`src/rtl/ysyx_22041207_hazard_ctrl_pkg.sv`:
```
// Shared encodings for the hazard control slice: FSM states, forward-select codes,
// default register-address width and the CSR drain counter width.
package ysyx_22041207_hazard_ctrl_pkg;

    localparam int REG_AW_DEF = 5;
    localparam int CNT_W      = 3;

    typedef enum logic [1:0] {
        ST_RUN       = 2'd0,
        ST_MEM_WAIT  = 2'd1,
        ST_CSR_DRAIN = 2'd2
    } hz_state_t;

    typedef enum logic [1:0] {
        FWD_RF  = 2'd0,
        FWD_EX  = 2'd1,
        FWD_MEM = 2'd2,
        FWD_WB  = 2'd3
    } fwd_sel_t;

endpackage

```
`src/rtl/ysyx_22041207_hazard_ctrl_if.sv`:
```
// Pipeline <-> hazard control bundle. The pipeline side (master) reports stage contents
// and memory status; the hazard unit (slave) returns stall/flush controls and forward selects.
interface ysyx_22041207_hazard_ctrl_if
    import ysyx_22041207_hazard_ctrl_pkg::*;
#(
    parameter int REG_AW = REG_AW_DEF
);
    logic              id_valid;
    logic [REG_AW-1:0] id_rs1addr;
    logic [REG_AW-1:0] id_rs2addr;
    logic              id_use_rs1;
    logic              id_use_rs2;
    logic              id_csr;
    logic              ex_valid;
    logic [REG_AW-1:0] ex_rwaddr;
    logic              ex_writeRD;
    logic              ex_memoryReadWen;
    logic              mem_valid;
    logic [REG_AW-1:0] mem_rwaddr;
    logic              mem_writeRD;
    logic              wb_valid;
    logic [REG_AW-1:0] wb_rwaddr;
    logic              wb_writeRD;
    logic              ex_redirect;
    logic              dmem_req;
    logic              dmem_ready;
    logic              pc_stall;
    logic              ifid_bubble;
    logic              ifid_flush;
    logic              idex_bubble;
    logic              idex_flush;
    logic              exmem_bubble;
    logic              memwb_flush;
    logic [1:0]        fwd_a_sel;
    logic [1:0]        fwd_b_sel;
    logic [1:0]        hz_state;

    modport master (
        output id_valid, id_rs1addr, id_rs2addr, id_use_rs1, id_use_rs2, id_csr,
        output ex_valid, ex_rwaddr, ex_writeRD, ex_memoryReadWen,
        output mem_valid, mem_rwaddr, mem_writeRD,
        output wb_valid, wb_rwaddr, wb_writeRD,
        output ex_redirect, dmem_req, dmem_ready,
        input  pc_stall, ifid_bubble, ifid_flush, idex_bubble, idex_flush,
        input  exmem_bubble, memwb_flush, fwd_a_sel, fwd_b_sel, hz_state
    );

    modport slave (
        input  id_valid, id_rs1addr, id_rs2addr, id_use_rs1, id_use_rs2, id_csr,
        input  ex_valid, ex_rwaddr, ex_writeRD, ex_memoryReadWen,
        input  mem_valid, mem_rwaddr, mem_writeRD,
        input  wb_valid, wb_rwaddr, wb_writeRD,
        input  ex_redirect, dmem_req, dmem_ready,
        output pc_stall, ifid_bubble, ifid_flush, idex_bubble, idex_flush,
        output exmem_bubble, memwb_flush, fwd_a_sel, fwd_b_sel, hz_state
    );

endinterface

```
`src/rtl/ysyx_22041207_hazard_match.sv`:
```
// Per-operand producer match against EX/MEM/WB with youngest-first forward select.
// x0 and unused sources never match.
module ysyx_22041207_hazard_match
    import ysyx_22041207_hazard_ctrl_pkg::*;
#(
    parameter int REG_AW = REG_AW_DEF
) (
    input  logic [REG_AW-1:0] src,
    input  logic              used,
    input  logic              ex_valid,
    input  logic [REG_AW-1:0] ex_rwaddr,
    input  logic              ex_write_rd,
    input  logic              ex_load,
    input  logic              mem_valid,
    input  logic [REG_AW-1:0] mem_rwaddr,
    input  logic              mem_write_rd,
    input  logic              wb_valid,
    input  logic [REG_AW-1:0] wb_rwaddr,
    input  logic              wb_write_rd,
    output fwd_sel_t          fwd_sel,
    output logic              any_hit,
    output logic              load_hit
);
    logic live;
    logic ex_hit;
    logic mem_hit;
    logic wb_hit;

    assign live     = used && (src != '0);
    assign ex_hit   = live && ex_valid  && ex_write_rd  && (ex_rwaddr  == src);
    assign mem_hit  = live && mem_valid && mem_write_rd && (mem_rwaddr == src);
    assign wb_hit   = live && wb_valid  && wb_write_rd  && (wb_rwaddr  == src);
    assign any_hit  = ex_hit || mem_hit || wb_hit;
    assign load_hit = ex_hit && ex_load;

    // A load in EX is the youngest producer but has no data yet, so it blocks the
    // older stages from being selected; the load-use stall resolves it.
    always_comb begin
        fwd_sel = FWD_RF;
        if (ex_hit) begin
            fwd_sel = ex_load ? FWD_RF : FWD_EX;
        end else if (mem_hit) begin
            fwd_sel = FWD_MEM;
        end else if (wb_hit) begin
            fwd_sel = FWD_WB;
        end
    end

endmodule

```
`src/rtl/ysyx_22041207_hazard_ctrl.sv`:
```
// Pipeline hazard control: memory wait, EX redirect, CSR drain and data-hazard stalls.
// Define YSYX_22041207_FORWARD_EN to enable ID operand forwarding; otherwise any match stalls.
module ysyx_22041207_hazard_ctrl
    import ysyx_22041207_hazard_ctrl_pkg::*;
#(
    parameter int REG_AW           = REG_AW_DEF,
    parameter int CSR_DRAIN_CYCLES = 3
) (
    input  logic                          clk,
    input  logic                          rst_n,
    ysyx_22041207_hazard_ctrl_if.slave    bus
);
`ifdef YSYX_22041207_FORWARD_EN
    localparam bit FWD_EN = 1'b1;
`else
    localparam bit FWD_EN = 1'b0;
`endif
    localparam logic [CNT_W-1:0] DRAIN_LOAD = CNT_W'(CSR_DRAIN_CYCLES);
    localparam logic [CNT_W-1:0] CNT_ONE    = CNT_W'(1);

    hz_state_t        state;
    hz_state_t        state_nx;
    logic [CNT_W-1:0] cnt;
    logic [CNT_W-1:0] cnt_nx;
    fwd_sel_t         sel_a;
    fwd_sel_t         sel_b;
    logic             hit_a;
    logic             hit_b;
    logic             load_a;
    logic             load_b;
    logic             mem_wait;
    logic             data_hazard;
    logic             csr_start;
    logic             full_stall;
    logic             hold_id;
    logic             redirect_flush;

    ysyx_22041207_hazard_match #(.REG_AW(REG_AW)) u_match_a (
        .src          (bus.id_rs1addr),
        .used         (bus.id_use_rs1),
        .ex_valid     (bus.ex_valid),
        .ex_rwaddr    (bus.ex_rwaddr),
        .ex_write_rd  (bus.ex_writeRD),
        .ex_load      (bus.ex_memoryReadWen),
        .mem_valid    (bus.mem_valid),
        .mem_rwaddr   (bus.mem_rwaddr),
        .mem_write_rd (bus.mem_writeRD),
        .wb_valid     (bus.wb_valid),
        .wb_rwaddr    (bus.wb_rwaddr),
        .wb_write_rd  (bus.wb_writeRD),
        .fwd_sel      (sel_a),
        .any_hit      (hit_a),
        .load_hit     (load_a)
    );

    ysyx_22041207_hazard_match #(.REG_AW(REG_AW)) u_match_b (
        .src          (bus.id_rs2addr),
        .used         (bus.id_use_rs2),
        .ex_valid     (bus.ex_valid),
        .ex_rwaddr    (bus.ex_rwaddr),
        .ex_write_rd  (bus.ex_writeRD),
        .ex_load      (bus.ex_memoryReadWen),
        .mem_valid    (bus.mem_valid),
        .mem_rwaddr   (bus.mem_rwaddr),
        .mem_write_rd (bus.mem_writeRD),
        .wb_valid     (bus.wb_valid),
        .wb_rwaddr    (bus.wb_rwaddr),
        .wb_write_rd  (bus.wb_writeRD),
        .fwd_sel      (sel_b),
        .any_hit      (hit_b),
        .load_hit     (load_b)
    );

    assign mem_wait    = bus.dmem_req && !bus.dmem_ready;
    assign data_hazard = FWD_EN ? (load_a || load_b) : (hit_a || hit_b);
    assign csr_start   = bus.id_valid && bus.id_csr;

    always_ff @(posedge clk) begin
        if (!rst_n) begin
            state <= ST_RUN;
            cnt   <= '0;
        end else begin
            state <= state_nx;
            cnt   <= cnt_nx;
        end
    end

    // cnt is left untouched across a memory wait so the drain resumes where it stopped.
    always_comb begin
        state_nx = state;
        cnt_nx   = cnt;
        case (state)
            ST_RUN: begin
                if (mem_wait) begin
                    state_nx = ST_MEM_WAIT;
                end else if (bus.ex_redirect) begin
                    cnt_nx = '0;
                end else if (csr_start) begin
                    state_nx = ST_CSR_DRAIN;
                    cnt_nx   = DRAIN_LOAD;
                end
            end
            ST_MEM_WAIT: begin
                if (bus.dmem_ready) begin
                    state_nx = (cnt != '0) ? ST_CSR_DRAIN : ST_RUN;
                end
            end
            ST_CSR_DRAIN: begin
                if (mem_wait) begin
                    state_nx = ST_MEM_WAIT;
                end else if (bus.ex_redirect || cnt <= CNT_ONE) begin
                    state_nx = ST_RUN;
                    cnt_nx   = '0;
                end else begin
                    cnt_nx = cnt - CNT_ONE;
                end
            end
            default: begin
                state_nx = ST_RUN;
                cnt_nx   = '0;
            end
        endcase
    end

    // The cnt==1 drain cycle releases the CSR into EX; it only stalls for a live data hazard.
    always_comb begin
        full_stall     = 1'b0;
        hold_id        = 1'b0;
        redirect_flush = 1'b0;
        if (state == ST_MEM_WAIT) begin
            if (!bus.dmem_ready) begin
                full_stall = 1'b1;
            end else if (cnt != '0) begin
                hold_id = 1'b1;
            end
        end else if (mem_wait) begin
            full_stall = 1'b1;
        end else if (bus.ex_redirect) begin
            redirect_flush = 1'b1;
        end else if ((state == ST_RUN && csr_start) ||
                     (state == ST_CSR_DRAIN && cnt > CNT_ONE) ||
                     data_hazard) begin
            hold_id = 1'b1;
        end
    end

    assign bus.pc_stall     = rst_n && (full_stall || hold_id);
    assign bus.ifid_bubble  = rst_n && (full_stall || hold_id);
    assign bus.ifid_flush   = !rst_n || redirect_flush;
    assign bus.idex_bubble  = rst_n && full_stall;
    assign bus.idex_flush   = !rst_n || redirect_flush || hold_id;
    assign bus.exmem_bubble = rst_n && full_stall;
    assign bus.memwb_flush  = !rst_n || full_stall;
    assign bus.fwd_a_sel    = (rst_n && FWD_EN) ? sel_a : FWD_RF;
    assign bus.fwd_b_sel    = (rst_n && FWD_EN) ? sel_b : FWD_RF;
    assign bus.hz_state     = rst_n ? state : ST_RUN;

endmodule

```
`src/flat_wrapper.sv`:
```
// flat-port wrapper written by rule: the top's interface ports become plain ports
module ysyx_22041207_hazard_ctrl_flat import ysyx_22041207_hazard_ctrl_pkg::*;
#(
    parameter int REG_AW           = REG_AW_DEF,
    parameter int CSR_DRAIN_CYCLES = 3
)
  (clk, rst_n, bus_id_valid, bus_id_rs1addr, bus_id_rs2addr, bus_id_use_rs1, bus_id_use_rs2, bus_id_csr, bus_ex_valid, bus_ex_rwaddr, bus_ex_writeRD, bus_ex_memoryReadWen, bus_mem_valid, bus_mem_rwaddr, bus_mem_writeRD, bus_wb_valid, bus_wb_rwaddr, bus_wb_writeRD, bus_ex_redirect, bus_dmem_req, bus_dmem_ready, bus_pc_stall, bus_ifid_bubble, bus_ifid_flush, bus_idex_bubble, bus_idex_flush, bus_exmem_bubble, bus_memwb_flush, bus_fwd_a_sel, bus_fwd_b_sel, bus_hz_state);
  ysyx_22041207_hazard_ctrl_if #(.REG_AW(REG_AW)) bus_i ();
  input  logic clk;
  input  logic rst_n;
  input wire logic [$bits(bus_i.id_valid)-1:0] bus_id_valid;
  input wire logic [$bits(bus_i.id_rs1addr)-1:0] bus_id_rs1addr;
  input wire logic [$bits(bus_i.id_rs2addr)-1:0] bus_id_rs2addr;
  input wire logic [$bits(bus_i.id_use_rs1)-1:0] bus_id_use_rs1;
  input wire logic [$bits(bus_i.id_use_rs2)-1:0] bus_id_use_rs2;
  input wire logic [$bits(bus_i.id_csr)-1:0] bus_id_csr;
  input wire logic [$bits(bus_i.ex_valid)-1:0] bus_ex_valid;
  input wire logic [$bits(bus_i.ex_rwaddr)-1:0] bus_ex_rwaddr;
  input wire logic [$bits(bus_i.ex_writeRD)-1:0] bus_ex_writeRD;
  input wire logic [$bits(bus_i.ex_memoryReadWen)-1:0] bus_ex_memoryReadWen;
  input wire logic [$bits(bus_i.mem_valid)-1:0] bus_mem_valid;
  input wire logic [$bits(bus_i.mem_rwaddr)-1:0] bus_mem_rwaddr;
  input wire logic [$bits(bus_i.mem_writeRD)-1:0] bus_mem_writeRD;
  input wire logic [$bits(bus_i.wb_valid)-1:0] bus_wb_valid;
  input wire logic [$bits(bus_i.wb_rwaddr)-1:0] bus_wb_rwaddr;
  input wire logic [$bits(bus_i.wb_writeRD)-1:0] bus_wb_writeRD;
  input wire logic [$bits(bus_i.ex_redirect)-1:0] bus_ex_redirect;
  input wire logic [$bits(bus_i.dmem_req)-1:0] bus_dmem_req;
  input wire logic [$bits(bus_i.dmem_ready)-1:0] bus_dmem_ready;
  output wire logic [$bits(bus_i.pc_stall)-1:0] bus_pc_stall;
  output wire logic [$bits(bus_i.ifid_bubble)-1:0] bus_ifid_bubble;
  output wire logic [$bits(bus_i.ifid_flush)-1:0] bus_ifid_flush;
  output wire logic [$bits(bus_i.idex_bubble)-1:0] bus_idex_bubble;
  output wire logic [$bits(bus_i.idex_flush)-1:0] bus_idex_flush;
  output wire logic [$bits(bus_i.exmem_bubble)-1:0] bus_exmem_bubble;
  output wire logic [$bits(bus_i.memwb_flush)-1:0] bus_memwb_flush;
  output wire logic [$bits(bus_i.fwd_a_sel)-1:0] bus_fwd_a_sel;
  output wire logic [$bits(bus_i.fwd_b_sel)-1:0] bus_fwd_b_sel;
  output wire logic [$bits(bus_i.hz_state)-1:0] bus_hz_state;
  assign bus_i.id_valid = bus_id_valid;
  assign bus_i.id_rs1addr = bus_id_rs1addr;
  assign bus_i.id_rs2addr = bus_id_rs2addr;
  assign bus_i.id_use_rs1 = bus_id_use_rs1;
  assign bus_i.id_use_rs2 = bus_id_use_rs2;
  assign bus_i.id_csr = bus_id_csr;
  assign bus_i.ex_valid = bus_ex_valid;
  assign bus_i.ex_rwaddr = bus_ex_rwaddr;
  assign bus_i.ex_writeRD = bus_ex_writeRD;
  assign bus_i.ex_memoryReadWen = bus_ex_memoryReadWen;
  assign bus_i.mem_valid = bus_mem_valid;
  assign bus_i.mem_rwaddr = bus_mem_rwaddr;
  assign bus_i.mem_writeRD = bus_mem_writeRD;
  assign bus_i.wb_valid = bus_wb_valid;
  assign bus_i.wb_rwaddr = bus_wb_rwaddr;
  assign bus_i.wb_writeRD = bus_wb_writeRD;
  assign bus_i.ex_redirect = bus_ex_redirect;
  assign bus_i.dmem_req = bus_dmem_req;
  assign bus_i.dmem_ready = bus_dmem_ready;
  assign bus_pc_stall = bus_i.pc_stall;
  assign bus_ifid_bubble = bus_i.ifid_bubble;
  assign bus_ifid_flush = bus_i.ifid_flush;
  assign bus_idex_bubble = bus_i.idex_bubble;
  assign bus_idex_flush = bus_i.idex_flush;
  assign bus_exmem_bubble = bus_i.exmem_bubble;
  assign bus_memwb_flush = bus_i.memwb_flush;
  assign bus_fwd_a_sel = bus_i.fwd_a_sel;
  assign bus_fwd_b_sel = bus_i.fwd_b_sel;
  assign bus_hz_state = bus_i.hz_state;
  ysyx_22041207_hazard_ctrl #(.REG_AW(REG_AW), .CSR_DRAIN_CYCLES(CSR_DRAIN_CYCLES)) u_core (.clk(clk), .rst_n(rst_n), .bus(bus_i));
endmodule
```
`config.mk`:
```
export PLATFORM = sky130hd
export DESIGN_NAME = ysyx_22041207_hazard_ctrl_flat
export DESIGN_NICKNAME = d
export VERILOG_FILES = /design/src/rtl/ysyx_22041207_hazard_ctrl_pkg.sv /design/src/rtl/ysyx_22041207_hazard_ctrl_if.sv /design/src/rtl/ysyx_22041207_hazard_match.sv /design/src/rtl/ysyx_22041207_hazard_ctrl.sv /design/src/flat_wrapper.sv
export SDC_FILE = /design/constraint.sdc
export NUM_CORES = 1
export LEC_CHECK = 0
export CAP_MARGIN = 20
export CORE_UTILIZATION = 36
export CTS_CLUSTER_SIZE = 40
export DETAILED_ROUTE_END_ITERATION = 8
export GPL_ROUTABILITY_DRIVEN = 0
export HOLD_SLACK_MARGIN = 0.08
export PLACE_DENSITY = 0.88
export SETUP_SLACK_MARGIN = 0.5
export SYNTH_ARGS = -nofsm -noshare
export SYNTH_HDL_FRONTEND = slang
export SYNTH_SLANG_ARGS = --single-unit
```
`constraint.sdc`:
```
create_clock -name clk -period 2.3 [get_ports clk]
set_input_delay 0.46 -clock clk [delete_from_list [all_inputs] [get_ports clk]]
set_output_delay 0.46 -clock clk [all_outputs]
set_load 0.01 [all_outputs]
```
==> results.txt <==
share of total power in combinational logic -> 0.563
half-perimeter wire length after placement -> 2.23 mm
Clk Latency, worst-skew pair -> 0.25 ns
H-tree Lvls -> 1
source of the worst hold timing path -> u_core.cnt[2]
setup repair after global routing missed its margin -> true
Reg power frac -> 0.211
pin count of the biggest net entering global routing -> 8
Max Buffers Root-to-Sink -> 2
cell depth of the worst min-delay path -> 2
share of the clock period used by the worst path -> 1.04
DR pass1 iterations -> 4
Worst Reg-to-Reg Cells -> 9
Switch Pwr -> 175 µW
post-route cell area -> 0.00154 mm²
total number of yosys warnings -> 0
antenna diode count -> 0
async set or reset register ratio after synthesis -> 0
fraction of power spent switching nets -> 0.370
clock transition time at the flip-flop clock pins of the worst setup and hold paths -> 0.04 ns
number of standard cells after synthesis -> 113
CP Capture Type -> output pin
achievable frequency -> 418 MHz
Tightest Hold Check Type -> reg2reg
Layout Area Growth over Synthesis -> 81.5%
minimum setup slack among reg-to-reg paths -> 0.59 ns
per-instance average area after synthesis -> 7.49 µm²
area share of the largest cell type after synthesis -> 0.249
cts bufs inserted -> 3
sink of the worst hold path -> u_core.cnt[2]
mapped cell area -> 846 µm²
GRT Overall Usage -> 0.234
share of final-layout standard cells stronger than drive strength 1 -> 0.429
maximum clock skew at final layout -> 0.00189 ns
first-iteration detailed-routing DRC count -> 22
antenna violations before repair -> 0
type of origin of the critical path -> input port
most frequently used flop master after synthesis -> sky130_fd_sc_hd__dfxtp_1
number of inserted filler cells in the final layout -> 186
Internal Pwr Total -> 299 µW
Sequential cell area -> 101 µm²
number of nets in the layout -> 227
FF+latch count, synth -> 5
worst supply voltage drop on vdd -> 275 µV
CP Max Fanout -> 4
count of non-filler cells in the finished layout -> 210
placement-stage cell area -> 0.00147 mm²
Root Buffer -> sky130_fd_sc_hd__clkbuf_4
final wirelength -> 2.86 mm
Initial Utilization -> 0.382
vertical die dimension -> 50.5 µm
number of global-route vias before repair -> 1113
max-capacitance violation count -> 0
vias per cell -> 5.24
total via count in the routed design -> 1100
reported leakage power -> 0.000674 µW
number of sinks on the clock net -> 5
number of routed nets with antenna violations -> 0
dpl cells -> 203
DRC violation count after routing -> 0
site row count -> 17
horizontal die dimension -> 50.5 µm
Clk pwr share -> 0.226
most frequently used cell type in the post-synthesis netlist -> sky130_fd_sc_hd__xor2_1
Req. time, crit path -> 1.84 ns
Die Outline Area -> 0.00255 mm²
critical setup path kind -> in2out
final setup slack of the worst path -> -0.0917 ns
Reg-to-Reg End -> u_core.state[1]
origin of the critical flop-to-flop path -> u_core.cnt[1]
GRT overflow -> 0
wire length of the first global-routing pass -> 4.55 mm
PD cells -> 309 mW/mm²
top-level port count -> 54
number of failing setup endpoints in the final timing report -> 2
Synth area leaders -> sky130_fd_sc_hd__xor2_1 (25%), sky130_fd_sc_hd__dfxtp_1 (12%), sky130_fd_sc_hd__xnor2_1 (6.2%)
area of the core region -> 0.00221 mm²
final hold viol count -> 0
largest area contributor in the netlist -> sky130_fd_sc_hd__xor2_1
number of buffer cells added on primary ports -> 48
failing checks -> negative setup slack
count of distinct cell types in the synthesized netlist -> 33
status -> finished with violations
final critical delay including setup and external delays -> 2.39 ns
routed length per instance -> 13.6 µm
Data arrival, critical path -> 1.93 ns
area of the multi-input gates -> 790 µm²
Pins Over Slew Limit -> 0
sequential fraction of the synthesis area -> 0.118
CTS tree -> done
most common library cells after synthesis -> sky130_fd_sc_hd__xor2_1 (24), sky130_fd_sc_hd__nor2_1 (8), sky130_fd_sc_hd__o21ai_0 (7)
Post-synth EDFFs -> 0
==> flip-flops by register name, summed over array words and instances, names as in the netlist <==
name,cells
u_core.cnt,3
u_core.state,2
==> power groups by stage <==
stage          clock (µW)  sequential, µW  combinational [µW]
2_1_floorplan           0            96.9                 114
3_3_place_gp            0            99.6                 251
3_5_place_dp            0            99.6                 259
4_1_cts               112            99.6                 254
5_1_grt               117             100                 289
6_report              107             100                 267
==> timing repair <==
action                                  in CTS  in global routing
gates resized for setup                    106                 45
endpoints found under the setup margin       9                  8
gates cloned                                 0                  0
pin swaps                                   19                 23
setup buffers                                3                  0
hold buffers                                 0                  0
==> worst max-delay path by stage <==
stage	cells past startpoint	slack, ns	startpoint	to
final	9	-0.09	bus_id_rs1addr[4]	bus_pc_stall
after global routing	9	-0.16	bus_id_rs2addr[4]	bus_ifid_bubble
after CTS	9	-0.13	bus_id_rs2addr[4]	bus_pc_stall
after detailed placement	8	-0.86	bus_id_rs1addr[4]	bus_pc_stall
after global placement	8	-0.83	bus_id_rs1addr[4]	bus_pc_stall
after floorplan	6	0.17	bus_id_rs1addr[1]	bus_pc_stall
==> logic make-up after synthesis <==
| family | Yosys count | share of synthesized area |
|---|---|---|
| flops | 5 | 0.118 |
| fa+ha+maj | 3 | 0.0444 |
| xor+xnor | 30 | 0.311 |
| simple gates | 34 | 0.219 |
| other cells | 1 | 0.00443 |
| compound gates | 27 | 0.217 |
| buf+inv | 13 | 0.0858 |
==> critical path, stage by stage <==
cell                       delay (ns)
sky130_fd_sc_hd__buf_2           0.14
sky130_fd_sc_hd__xor2_1          0.18
sky130_fd_sc_hd__nor4_2          0.32
sky130_fd_sc_hd__nand4_1         0.11
sky130_fd_sc_hd__a31oi_1         0.21
sky130_fd_sc_hd__o31ai_2         0.09
sky130_fd_sc_hd__buf_4           0.14
sky130_fd_sc_hd__a21boi_2        0.13
sky130_fd_sc_hd__buf_2           0.14
==> metal layers <==
layer | routed length [µm] | part of all wire | vias to the layer above | track usage
met5 | 0 | 0 | - | 0
met3 | 145 | 0.051 | 9 | 0
li1 | - | - | 533 | -
met2 | 1420 | 0.50 | 51 | 0.438
met4 | 97 | 0.034 | 0 | 0.148
met1 | 1200 | 0.42 | 507 | 0.258
==> metrics by stage <==
stage	hold slack (ns)	util	setup TNS, ns	total power, µW	setup WS, ns
global route	0.572	0.694	-0.317	506	-0.160
CTS	0.543	0.681	-0.277	465	-0.132
floorplan	0.482	-	0	211	0.170
finish	0.531	0.694	-0.183	474	-0.0917
detailed placement	0.540	0.662	-2.72	359	-0.862
global placement	0.509	0.662	-2.57	351	-0.826
==> layout by cell type, fill, tap and decap left out, types with 3 or more instances in the layout <==
cell	synthesis	routed
sky130_fd_sc_hd__clkdlybuf4s50_1	0	10
sky130_fd_sc_hd__nor2_2	0	3
sky130_fd_sc_hd__clkbuf_2	1	11
sky130_fd_sc_hd__o21ai_2	0	4
sky130_fd_sc_hd__dfxtp_1	5	4
sky130_fd_sc_hd__a22oi_1	3	3
sky130_fd_sc_hd__nand2_1	4	3
sky130_fd_sc_hd__o21ai_0	7	4
sky130_fd_sc_hd__conb_1	1	4
sky130_fd_sc_hd__xor2_1	24	19
sky130_fd_sc_hd__nor2_1	8	5
sky130_fd_sc_hd__ha_1	3	3
sky130_fd_sc_hd__buf_4	6	24
sky130_fd_sc_hd__inv_1	5	5
sky130_fd_sc_hd__buf_2	0	7
sky130_fd_sc_hd__xor2_2	0	5
sky130_fd_sc_hd__nor4_2	0	5
sky130_fd_sc_hd__nand4_1	6	6
sky130_fd_sc_hd__a31oi_1	3	3
sky130_fd_sc_hd__xnor2_1	6	6
sky130_fd_sc_hd__dlygate4sd2_1	0	7
sky130_fd_sc_hd__clkdlybuf4s15_2	0	3
sky130_fd_sc_hd__clkbuf_4	0	3
sky130_fd_sc_hd__buf_6	0	3
==> layout make-up <==
class	count	area share
repair buffers	70	0.368
multi-input cells	98	0.514
clock buffers	4	0.0171
well taps	28	0.0228
flip-flops and latches	5	0.0660
inverters	5	0.0122
Power figures use the tool's default switching activity.
